$ cat config.mk
export PLATFORM = sky130hd
export DESIGN_NAME = mem_port_arbiter
export DESIGN_NICKNAME = d
export VERILOG_FILES = /design/src/rtl/mem_port_arbiter.sv
export SDC_FILE = /design/constraint.sdc
export NUM_CORES = 1
export LEC_CHECK = 0
export CORE_ASPECT_RATIO = 1.1
export CORE_MARGIN = 4
export CORE_UTILIZATION = 34
export CTS_CLUSTER_SIZE = 14
export DETAILED_ROUTE_END_ITERATION = 8
export HOLD_SLACK_MARGIN = 0.15
export PLACE_DENSITY = 0.82
export SYNTH_ARGS = -nofsm -noshare
export SYNTH_HDL_FRONTEND = slang
export SYNTH_SLANG_ARGS = --single-unit
export TNS_END_PERCENT = 100
$ cat constraint.sdc
create_clock -name clock -period 1.67 [get_ports clock]
set_input_delay 0.334 -clock clock [delete_from_list [all_inputs] [get_ports clock]]
set_output_delay 0.334 -clock clock [all_outputs]
set_load 0.005 [all_outputs]
$ cat src/rtl/mem_port_arbiter.sv
// Round-robin arbiter sharing one single-port memory between instruction fetch and data access.
// One access in flight at a time; read data is registered and flagged with a one-cycle rvalid.
module mem_port_arbiter #(
   parameter int unsigned ADDR_W  = 32,
   parameter int unsigned DATA_W  = 32,
   parameter int unsigned MEM_LAT = 2
) (
   input  logic              clock,
   input  logic              reset,
   input  logic              if_req,
   input  logic [ADDR_W-1:0] if_addr,
   output logic              if_gnt,
   output logic              if_rvalid,
   output logic [DATA_W-1:0] if_rdata,
   input  logic              dm_req,
   input  logic              dm_we,
   input  logic [ADDR_W-1:0] dm_addr,
   input  logic [DATA_W-1:0] dm_wdata,
   output logic              dm_gnt,
   output logic              dm_rvalid,
   output logic [DATA_W-1:0] dm_rdata,
   output logic              mem_en,
   output logic              mem_we,
   output logic [ADDR_W-1:0] mem_addr,
   output logic [DATA_W-1:0] mem_wdata,
   input  logic [DATA_W-1:0] mem_rdata,
   output logic              busy
);

   localparam int unsigned CNT_W = $clog2(MEM_LAT) + 1;

   typedef enum logic [1:0] {StIdle, StWait, StResp} state_t;

   state_t           state;
   logic [CNT_W-1:0] cnt;
   logic             last_owner;  // 0 = IF, 1 = DM
   logic             owner;
   logic             owner_we;
   logic             arb_open;
   logic             gnt_if;
   logic             gnt_dm;

   // Grants are suppressed while reset is held so every output reads 0.
   assign arb_open = reset && ((state == StIdle) || (state == StResp));
   assign gnt_dm   = arb_open && dm_req && (!if_req || !last_owner);
   assign gnt_if   = arb_open && if_req && (!dm_req || last_owner);

   assign if_gnt = gnt_if;
   assign dm_gnt = gnt_dm;
   assign busy   = (state != StIdle);

   always_comb begin
      mem_en    = 1'b0;
      mem_we    = 1'b0;
      mem_addr  = '0;
      mem_wdata = '0;
      if (gnt_if) begin
         mem_en   = 1'b1;
         mem_addr = if_addr;
      end else if (gnt_dm) begin
         mem_en    = 1'b1;
         mem_we    = dm_we;
         mem_addr  = dm_addr;
         mem_wdata = dm_wdata;
      end
   end

   always_ff @(posedge clock or negedge reset) begin
      if (!reset) begin
         state      <= StIdle;
         cnt        <= '0;
         last_owner <= 1'b0;
         owner      <= 1'b0;
         owner_we   <= 1'b0;
         if_rvalid  <= 1'b0;
         dm_rvalid  <= 1'b0;
         if_rdata   <= '0;
         dm_rdata   <= '0;
      end else begin
         if_rvalid <= 1'b0;
         dm_rvalid <= 1'b0;
         unique case (state)
            StIdle, StResp: begin
               if (gnt_if || gnt_dm) begin
                  owner      <= gnt_dm;
                  owner_we   <= gnt_dm && dm_we;
                  last_owner <= gnt_dm;
                  cnt        <= CNT_W'(MEM_LAT - 1);
                  state      <= StWait;
               end else begin
                  state <= StIdle;
               end
            end
            StWait: begin
               if (cnt != '0) begin
                  cnt <= cnt - 1'b1;
               end else begin
                  // Stores complete without disturbing the last load result.
                  if (!owner)         if_rdata <= mem_rdata;
                  else if (!owner_we) dm_rdata <= mem_rdata;
                  if_rvalid <= !owner;
                  dm_rvalid <= owner;
                  state     <= StResp;
               end
            end
            default: state <= StIdle;
         endcase
      end
   end

endmodule

==> results of run 1 <==
==> worst max-delay path, cell delays in order (launching register included) <==
cell,delay (ns)
dfrtp_1,0.42
nand2_1,0.08
and3_4,0.20
buf_12,0.12
buf_8,0.11
buf_6,0.11
buf_6,0.11
a22o_1,0.21
buf_2,0.13
==> area by class of cell <==
class	count	area, sq um
Timing Repair Buffer	311	3180
Fill cell	707	2980
Sequential cell	72	1800
Multi-Input combinational cell	150	1590
Tap cell	120	150
Clock buffer	13	149
Clock inverter	3	65.1
Inverter	5	18.8
==> cell families after synthesis <==
family / after synthesis / synth area share, %
flops: 72 / 51.9
mux: 65 / 24.3
simple gates: 47 / 8.72
compound gates: 37 / 9.19
buf+inv: 24 / 5.55
fa+ha+maj: 1 / 0.360
==> per-stage QoR <==
stage,setup WS (ns),instances
floorplan,0.101,246
global placement,-0.690,631
detailed placement,-0.728,631
CTS,-0.536,673
global route,-0.601,674
finish,-0.519,674
==> repair_timing <==
| action | in CTS | in global routing |
|---|---|---|
| gates resized for setup | 331 | 42 |
| gates cloned | 7 | 1 |
| pin swaps | 46 | 21 |
| setup endpoints to repair | 69 | 69 |
| hold buffers | 1 | 0 |
| setup buffers | 19 | 6 |
| endpoints found under the hold margin | 5 | 0 |
==> power groups by stage <==
stage | Clock (mW) | Combinational [mW] | Sequential [mW]
5_1_grt | 1.62 | 5.44 | 3.21
3_3_place_gp | 0 | 4.69 | 3.08
2_1_floorplan | 0 | 1.88 | 3.12
3_5_place_dp | 0 | 4.81 | 3.12
4_1_cts | 1.54 | 5.10 | 3.11
6_report | 1.50 | 5.14 | 3.11
==> layer usage <==
metal  GRT usage, %  routed length (microns)  part of all wire, %  up-vias
li1               -                        -                    -     1487
met5              0                       32                 0.23        -
met1           24.3                     5050                   36     1574
met2           41.8                     7320                   52      182
met4           7.98                      353                  2.5        4
met3           8.38                     1370                  9.7       23
==> placed cells by master, fill, tap and decap left out, types with 11 or more instances in the layout <==
cell type and n:
mux2_2 24, buf_12 11, buf_4 13, clkdlybuf4s50_1 195
mux2_4 32, dfrtp_1 72, buf_6 42, and2_4 29
a22o_1 33, buf_2 36
==> flip-flops by register name, summed over array words and instances, names as in the netlist <==
signal,count
dm_rdata,32
if_rdata,32
cnt,2
state,2
dm_rvalid,1
if_rvalid,1
owner,1
owner_we,1
==> final timing paths <==
check / from / endpoint / slack [ns]
min: reset / owner_we / 0.21
max: owner / mem_addr[13] / -0.52
max in group asynchronous: reset / dm_rdata[26] / 0.88
max reg2reg: state[0] / dm_rdata[26] / 0
min reg2reg: if_rdata[15] / if_rdata[15] / 0.48
min in group clock: if_rdata[15] / if_rdata[15] / 0.48
==> results.txt, run 1 <==
PD cells: 1400 nW/um^2
Tightest Hold Check Type: primary input to async pin
Hold Slack: 0.215 ns
final worst slack: -0.519 ns
status: complete, but fails checks
Power Internal: 7.04 mW
die width: 104 microns
antenna violations before repair: 2
drt first pass iters: 4
Net Count, Synth: 380
post-route cell area: 6950 sq um
skew final: 0.00419 ns
Final setup viols: 67
largest net degree at the start of global routing: 68
Clk Latency, worst-skew pair: 0.35 ns
clock share of power: 15.4%
CP Capture Type: primary output
wire per inst: 20.9 microns
Async S/R FF share, synth: 100%
Max-Cap Viols: 0
RSZ-0062 raised after global routing: true
drt drc: 0
Worst-Margin Slew: 0.848 ns
Distinct cells, synth: 26
sw power: 2.71 mW
global route overflow: 0
antenna viol nets, final: 0
Area after DPL: 6360 sq um
list of most frequent post-synthesis cells: dfrtp_1, and2_1, a22o_1
Post-Syn Instances: 246
Peak supply drop: 0.630 mV
Diodes inserted: 0
post-route minimum period: 2.19 ns
area grow syn2layout: 100%
Mean Syn Cell Area: 14.1 sq um
combinational share of power: 52.7%
GP Congestion: 0.913
CTS buffer count: 9
total power: 9.75 mW
final hold vios: 0
cell taking the most area after synthesis: dfrtp_1
Cell Area, Synth: 3470 sq um
ys flop type: dfrtp_1
area of the core: 9940 sq um
Max H-tree Level: 3
failing checks: negative setup slack
Slew Limit Fails: 0
layout cells sized above 1: 39.7%
Util after Layout: 70.0%
clock tree buffer depth: 2
nets: 683
Post-Route Setup TNS: -27.56 ns
Synth Warn #: 0
final period utilization: 131%
r2r worst-path depth: 5
hpwl dp: 10.4 mm
share of the synthesized area in the top cell type: 51.9%
fmax: 457 MHz
worst-path fanout max: 5
Arr. time, crit path: 1.86 ns
GRT Overall Usage: 22.9%
I/O Buffers: 267
Switching Share: 27.8%
Post-synth EDFFs: 0
FP Rows: 38
Initial Util: 34.9%
CTS tree: done
Leak Pwr: 3.16 nW
top-count cell post-synth: dfrtp_1
Seq cells post-synth: 72
Via Count: 3270
Clock Pin Slew Worst Setup and Hold Paths: 0.07 ns
Die ar.: 11900 sq um
Die H: 114 microns
num ports: 268
root buf cell: clkbuf_8
Via density: 4.85
Rel. slew slack: 43.5%
CP Class: register to primary output
post-synthesis sequential area ratio: 51.9%
first-pass GRT wire length: 20.4 mm
vias in the first global route: 3523
DR iter-0 viols: 101
Area contributors post-synth: dfrtp_1, mux2_4, mux2_2, a22o_1, and2_1
Critical Path RT: 1.34 ns
Worst Setup Start Kind: register
total routed wirelength: 14.1 mm
Sink Count: 72
Reg power frac: 31.9%
(Power assumes the default switching activity.)
==> run 2: changes to the inputs <==
--- a/config.mk
+++ b/config.mk
@@ -5,8 +5,7 @@
 export SDC_FILE = /design/constraint.sdc
 export NUM_CORES = 1
 export LEC_CHECK = 0
-export CORE_ASPECT_RATIO = 1.1
-export CORE_MARGIN = 4
+export CORE_MARGIN = 1
 export CORE_UTILIZATION = 34
 export CTS_CLUSTER_SIZE = 14
 export DETAILED_ROUTE_END_ITERATION = 8
==> run 2 against run 1 <==
Net effect:
- the flow still finishes with violations (negative setup slack)
- hold slack better by 0.073 ns
- first-iteration DRC count up 14%
- sequential share of layout area down 0.90 points
- largest cell class unchanged
==> results.txt, run 2 (synthesis gave the netlist of run 1 again) <==
num ports: 268 (unchanged)
RSZ-0062 raised after global routing: true
FP Rows: 36 (-5.3%)
status: complete, but fails checks
most common cell after layout, fill and taps aside: clkdlybuf4s50_1
final hold vios: 0 (unchanged)
Max H-tree Level: 3 (unchanged)
nets: 700 (+2.5%)
largest net degree at the start of global routing: 73 (+7.4%)
Clock Pin Slew Worst Setup and Hold Paths: 0.08 ns (about the same)
Reg power frac: 31.1% (-0.8 points)
Worst Setup Start Kind: register
Tightest Hold Check Type: primary input to async pin
drt first pass iters: 5 (+1)
CTS tree: done
clock tree buffer depth: 2 (unchanged)
fillcell total: 704 (-0.42%)
post-route minimum period: 2.16 ns (-0.0305 ns)
Max-Cap Viols: 0 (unchanged)
Slew Limit Fails: 0 (unchanged)
Via density: 4.78 (-1.5%)
area grow syn2layout: 107%
final period utilization: 129% (-1.8 points)
I/O Buffers: 267 (unchanged)
antenna violations before repair: 2 (unchanged)
largest registers: dm_rdata x32, if_rdata x32
total power: 9.99 mW (+2.5%)
total routed wirelength: 14.5 mm (+2.5%)
hpwl dp: 9.89 mm (-5.3%)
root buf cell: clkbuf_8
layout cells sized above 1: 42.2% (+2.5 points)
first-pass GRT wire length: 19.5 mm (-4.4%)
CTS buffer count: 9 (unchanged)
global route overflow: 0 (unchanged)
Die ar.: 10600 sq um (-11%)
worst-path fanout max: 4 (-1)
combinational share of power: 56.5% (+3.8 points)
PD cells: 1390 nW/um^2 (-1.1%)
CP Class: register to primary output
Rel. slew slack: 41.6% (-1.9 points)
antenna viol nets, final: 0 (unchanged)
wire per inst: 20.5 microns (-2.2%)
GP Congestion: 0.897 (-1.7%)
Die H: 103 microns (-9.6%)
Hold Buf Count CTS: 0 (-1)
Leak Pwr: 3.27 nW (+3.6%)
Switching Share: 28.7% (+0.89 points)
fmax: 463 MHz (+1.4%)
Hold Slack: 0.288 ns (+0.0726 ns)
skew final: 0.00625 ns (+0.00207 ns)
Arr. time, crit path: 1.82 ns (-0.04 ns)
vias in the first global route: 3527 (+0.11%)
Clk Latency, worst-skew pair: 0.34 ns (about the same)
Sink Count: 72 (unchanged)
failing checks: negative setup slack
GRT Overall Usage: 25.5% (+2.6 points)
Initial Util: 35.4% (+0.42 points)
Via Count: 3373 (+3.1%)
Power Internal: 7.12 mW (+1.2%)
area of the core: 9820 sq um (-1.2%)
DR iter-0 viols: 115 (+14%)
Peak supply drop: 0.550 mV (-13%)
final worst slack: -0.489 ns (+0.0305 ns)
Critical Path RT: 1.34 ns (about the same)
die width: 103 microns (-1.2%)
clock share of power: 12.5% (-2.9 points)
Setup WS pre-CTS: -0.703 ns (+0.0253 ns)
Area after DPL: 6290 sq um (-1.1%)
Worst-Margin Slew: 0.876 ns (+0.0282 ns)
Final setup viols: 126 (+88%)
post-route cell area: 7200 sq um (+3.6%)
drt drc: 0 (unchanged)
CP Capture Type: primary output
sw power: 2.87 mW (+5.8%)
most frequent cells in the layout: clkdlybuf4s50_1, dfrtp_1, mux2_4, buf_6, buf_2
-- run 2: cell types whose count changed in the layout (fill, tap and decap cells not counted), moves of 4 or more --
cell / delta
clkdlybuf4s15_2: +13
mux2_1: -8
mux2_2: -12
and2_4: -9
and2_1: +9
clkbuf_16: +6
buf_12: -4
mux2_4: +20
buf_4: +7
-- run 2: power groups by stage --
| stage | combinational [mW] | clock, mW | sequential (mW) |
|---|---|---|---|
| 4_1_cts | 5.12 | 1.28 | 3.08 |
| 3_3_place_gp | 4.61 | 0 | 3.06 |
| 5_1_grt | 6.01 | 1.36 | 3.20 |
| 6_report | 5.64 | 1.24 | 3.10 |
| 2_1_floorplan | 1.88 | 0 | 3.12 |
| 3_5_place_dp | 4.72 | 0 | 3.11 |
-- run 2: path summary, 6_finish.rpt --
| kind | endpoint | start | slack [ns] | depth (start not counted) |
|---|---|---|---|---|
| worst max-delay path | mem_addr[0] | state[0] | -0.49 | 8 |
| worst min-delay path | cnt[0] | reset | 0.29 | 2 |
| worst max register to register | if_rdata[10] | state[0] | -0.10 | 6 |
| worst min register to register | dm_rdata[12] | dm_rdata[12] | 0.51 | 1 |
| max in group asynchronous | if_rdata[20] | reset | 0.83 | 2 |
| min in group clock | dm_rdata[12] | dm_rdata[12] | 0.51 | 1 |
-- run 2: metrics by stage --
step | setup TNS (ns) | utilization, % | instances
2_1_floorplan | 0 | - | 246
4_1_cts | -26.39 | 70.1 | 692
5_1_grt | -38.79 | 73.4 | 706
6_report | -29.10 | 73.4 | 706
3_3_place_gp | -43.61 | 64.0 | 639
3_5_place_dp | -44.39 | 64.0 | 639
-- run 2: layout make-up --
class	count	area, sq um	area share, %
Antenna cell	2	5.00	0.0695
Timing Repair Buffer	328	3380	47.0
Clock inverter	6	42.5	0.590
Tap cell	133	166	2.31
Multi-Input combinational cell	150	1650	22.8
Inverter	5	21.3	0.295
Clock buffer	10	138	1.91
Sequential cell	72	1800	25.0
-- run 2: worst max-delay path: stages, from the launching register on --
cell	delay (ns)
dfrtp_1	0.40
nor2b_2	0.06
and3_4	0.19
buf_4	0.13
buf_6	0.11
buf_4	0.12
buf_6	0.10
a22o_4	0.25
buf_6	0.12
-- run 2: metal layers --
metal | global-route usage (%) | part of all wire [%] | vias up
li1 | - | - | 1519
met1 | 27.1 | 36 | 1648
met2 | 46.1 | 52 | 179
met3 | 9.22 | 8.9 | 27
met4 | 9.43 | 2.4 | 0
met5 | 0 | 0 | -
-- run 2: what timing repair did --
item,CTS,global route
pin swaps,46,12
endpoints found under the setup margin,69,96
cloned,8,7
setup buffers,30,11
resized for setup,318,55
hold endpoints to repair,0,0
==> run 3: changes to the inputs <==
--- a/config.mk
+++ b/config.mk
@@ -5,10 +5,11 @@
 export SDC_FILE = /design/constraint.sdc
 export NUM_CORES = 1
 export LEC_CHECK = 0
-export CORE_MARGIN = 1
-export CORE_UTILIZATION = 34
+export CORE_AREA = 2 2 103 105
+export CTS_BUF_LIST = sky130_fd_sc_hd__clkbuf_4 sky130_fd_sc_hd__clkbuf_8
 export CTS_CLUSTER_SIZE = 14
 export DETAILED_ROUTE_END_ITERATION = 8
+export DIE_AREA = 0 0 105 107
 export HOLD_SLACK_MARGIN = 0.15
 export PLACE_DENSITY = 0.82
 export SYNTH_ARGS = -nofsm -noshare
==> run 3 against run 2 <==
Net effect:
- the flow still finishes with violations (negative setup slack)
- clock power barely moved
- critical endpoint is now mem_addr[9]
- clock skew rose by 0.0037 ns
- largest power group unchanged
- critical path depth fell by 1
==> results.txt, run 3 (synthesis gave the netlist of run 1 again) <==
GP Congestion: 0.884 (-1.5%)
most common cell after layout, fill and taps aside: clkdlybuf4s50_1
CP Class: register to primary output
clock tree buffer depth: 2 (unchanged)
PD cells: 1380 nW/um^2 (-0.38%)
area grow syn2layout: 101%
FP Rows: 37 (+2.8%)
Initial Util: 34.4% (-0.96 points)
Diodes inserted: 0 (-2)
reg-to-reg startpoint: state[0]
I/O Buffers: 267 (unchanged)
final hold vios: 0 (unchanged)
most frequent cells in the layout: clkdlybuf4s50_1, dfrtp_1, buf_2, buf_6, a22o_1
Clock Pin Slew Worst Setup and Hold Paths: 0.08 ns (about the same)
Tightest Hold Check Type: primary input to async pin
nets: 691 (-1.3%)
global route overflow: 0 (unchanged)
Hold Slack: 0.255 ns (-0.0328 ns)
Arr. time, crit path: 1.77 ns (-0.05 ns)
RSZ-0062 raised after global routing: true
Rel. slew slack: 43.9% (+2.3 points)
Max-Cap Viols: 0 (unchanged)
drt drc: 0 (unchanged)
Worst-Margin Slew: 0.842 ns (-0.0341 ns)
Area after DPL: 6320 sq um (+0.50%)
largest net degree at the start of global routing: 69 (-5.5%)
Die ar.: 11200 sq um (+5.8%)
most frequent CP cell: buf_12
layout cells sized above 1: 39.9% (-2.3 points)
root buf cell: clkbuf_8
worst-path fanout max: 7 (+3)
CTS buffer count: 9 (unchanged)
Critical Path End: mem_addr[9]
skew final: 0.00998 ns (+0.00373 ns)
r2r worst-path depth: 5 (-1)
Sink Count: 72 (unchanged)
setup slack, reg-to-reg: -0.09 ns (about the same)
worst path cell trace: nor2b_2, and3_4, buf_12, buf_12, buf_12, a22o_1, buf_2
Setup crit start: state[0]
Leak Pwr: 3.15 nW (-3.9%)
final worst slack: -0.434 ns (+0.0553 ns)
area of the core: 10100 sq um (+2.8%)
Final setup viols: 99 (-21%)
CP Capture Type: primary output
Max stage delay on crit path: 0.42 ns (+0.02 ns)
wire per inst: 20.6 microns (+0.51%)
Via Count: 3301 (-2.1%)
Via density: 4.73 (-1.0%)
Worst Setup Start Kind: register
Die H: 107 microns (+3.8%)
Clk Latency, worst-skew pair: 0.34 ns (about the same)
die width: 105 microns (+1.9%)
antenna violations before repair: 0 (-2)
Peak supply drop: 0.582 mV (+5.7%)
CTS tree: done
num ports: 268 (unchanged)
hpwl dp: 10.5 mm (+6.6%)
worst-path cell with the longest stage delay: dfrtp_1
drt first pass iters: 4 (-1)
Critical Path RT: 1.34 ns (about the same)
r2r endpoint: dm_rdata[10]
fmax: 475 MHz (+2.6%)
Max H-tree Level: 3 (unchanged)
antenna viol nets, final: 0 (unchanged)
GRT Overall Usage: 24.3% (-1.2 points)
total power: 9.63 mW (-3.6%)
DR iter-0 viols: 109 (-5.2%)
post-route minimum period: 2.10 ns (-0.0553 ns)
post-route cell area: 6970 sq um (-3.3%)
status: complete, but fails checks
failing checks: negative setup slack
vias in the first global route: 3583 (+1.6%)
first-pass GRT wire length: 20.4 mm (+4.5%)
largest registers: dm_rdata x32, if_rdata x32
final period utilization: 126% (-3.3 points)
Slew Limit Fails: 0 (unchanged)
total routed wirelength: 14.4 mm (-0.63%)
run 3: changes by cell type in the layout (fill, tap and decap cells not counted), sizes merged:
cell / change
buf: -5
dlygate4sd3: +1
clkbuf: +3
clkdlybuf4s15: -8
clkinv: -2
clkinvlp: +2
diode: -2
run 3: layout make-up:
| type | count | area [sq um] |
|---|---|---|
| inverters | 5 | 18.8 |
| clock inverters | 6 | 43.8 |
| clock buffers | 10 | 138 |
| fillers | 774 | 3120 |
| multi-input cells | 150 | 1570 |
| flip-flops and latches | 72 | 1800 |
| repair buffers | 319 | 3230 |
| well taps | 136 | 170 |
run 3: critical path, delay by kind of cell (launching register included):
family / cells / cell delay [ns]
buffers and inverters: 4 / 0.47
DFF: 1 / 0.42
and+or+nand+nor: 2 / 0.40
AOI/OAI and AO/OA: 1 / 0.13
run 3: routing by layer:
layer	vias to the layer above	global-route usage [%]	routed length, microns
met1	1613	26.2	5370
met4	0	9.90	316
met5	-	0	0
met3	18	6.93	1070
met2	169	44.6	7610
li1	1501	-	-
run 3: metrics by stage:
stage	setup TNS (ns)	setup slack (ns)	std cells	utilization, %
floorplan	0	0.101	246	-
global placement	-45.16	-0.782	644	62.6
detailed placement	-47.97	-0.819	644	62.6
CTS	-26.69	-0.487	696	68.0
global route	-29.68	-0.479	698	69.1
finish	-24.92	-0.434	698	69.1
run 3: power breakdown:
group | internal (mW) | leakage [nW] | switching (mW)
clock | 0.581 | 0.0809 | 0.661
combinational | 3.63 | 2.19 | 1.67
sequential | 2.61 | 0.874 | 0.476
total | 6.82 | 3.15 | 2.80
run 3: how the worst min path moves through the flow:
stage / cells after the start / start / slack, ns / endpoint
floorplan: 0 / reset / 0.04 / cnt[0]
global placement: 2 / reset / 0.31 / owner_we
detailed placement: 2 / reset / 0.31 / state[1]
CTS: 2 / reset / 0.29 / if_rdata[12]
global route: 2 / reset / 0.34 / dm_rdata[16]
finish: 2 / reset / 0.25 / if_rdata[12]
run 3: repair_timing:
item | CTS | global route
setup buffers | 31 | 4
hold buffers | 1 | 0
endpoints found under the hold margin | 4 | 0
cloned | 7 | 7
resized for setup | 285 | 62
setup endpoints to repair | 69 | 133
pin swaps | 13 | 26
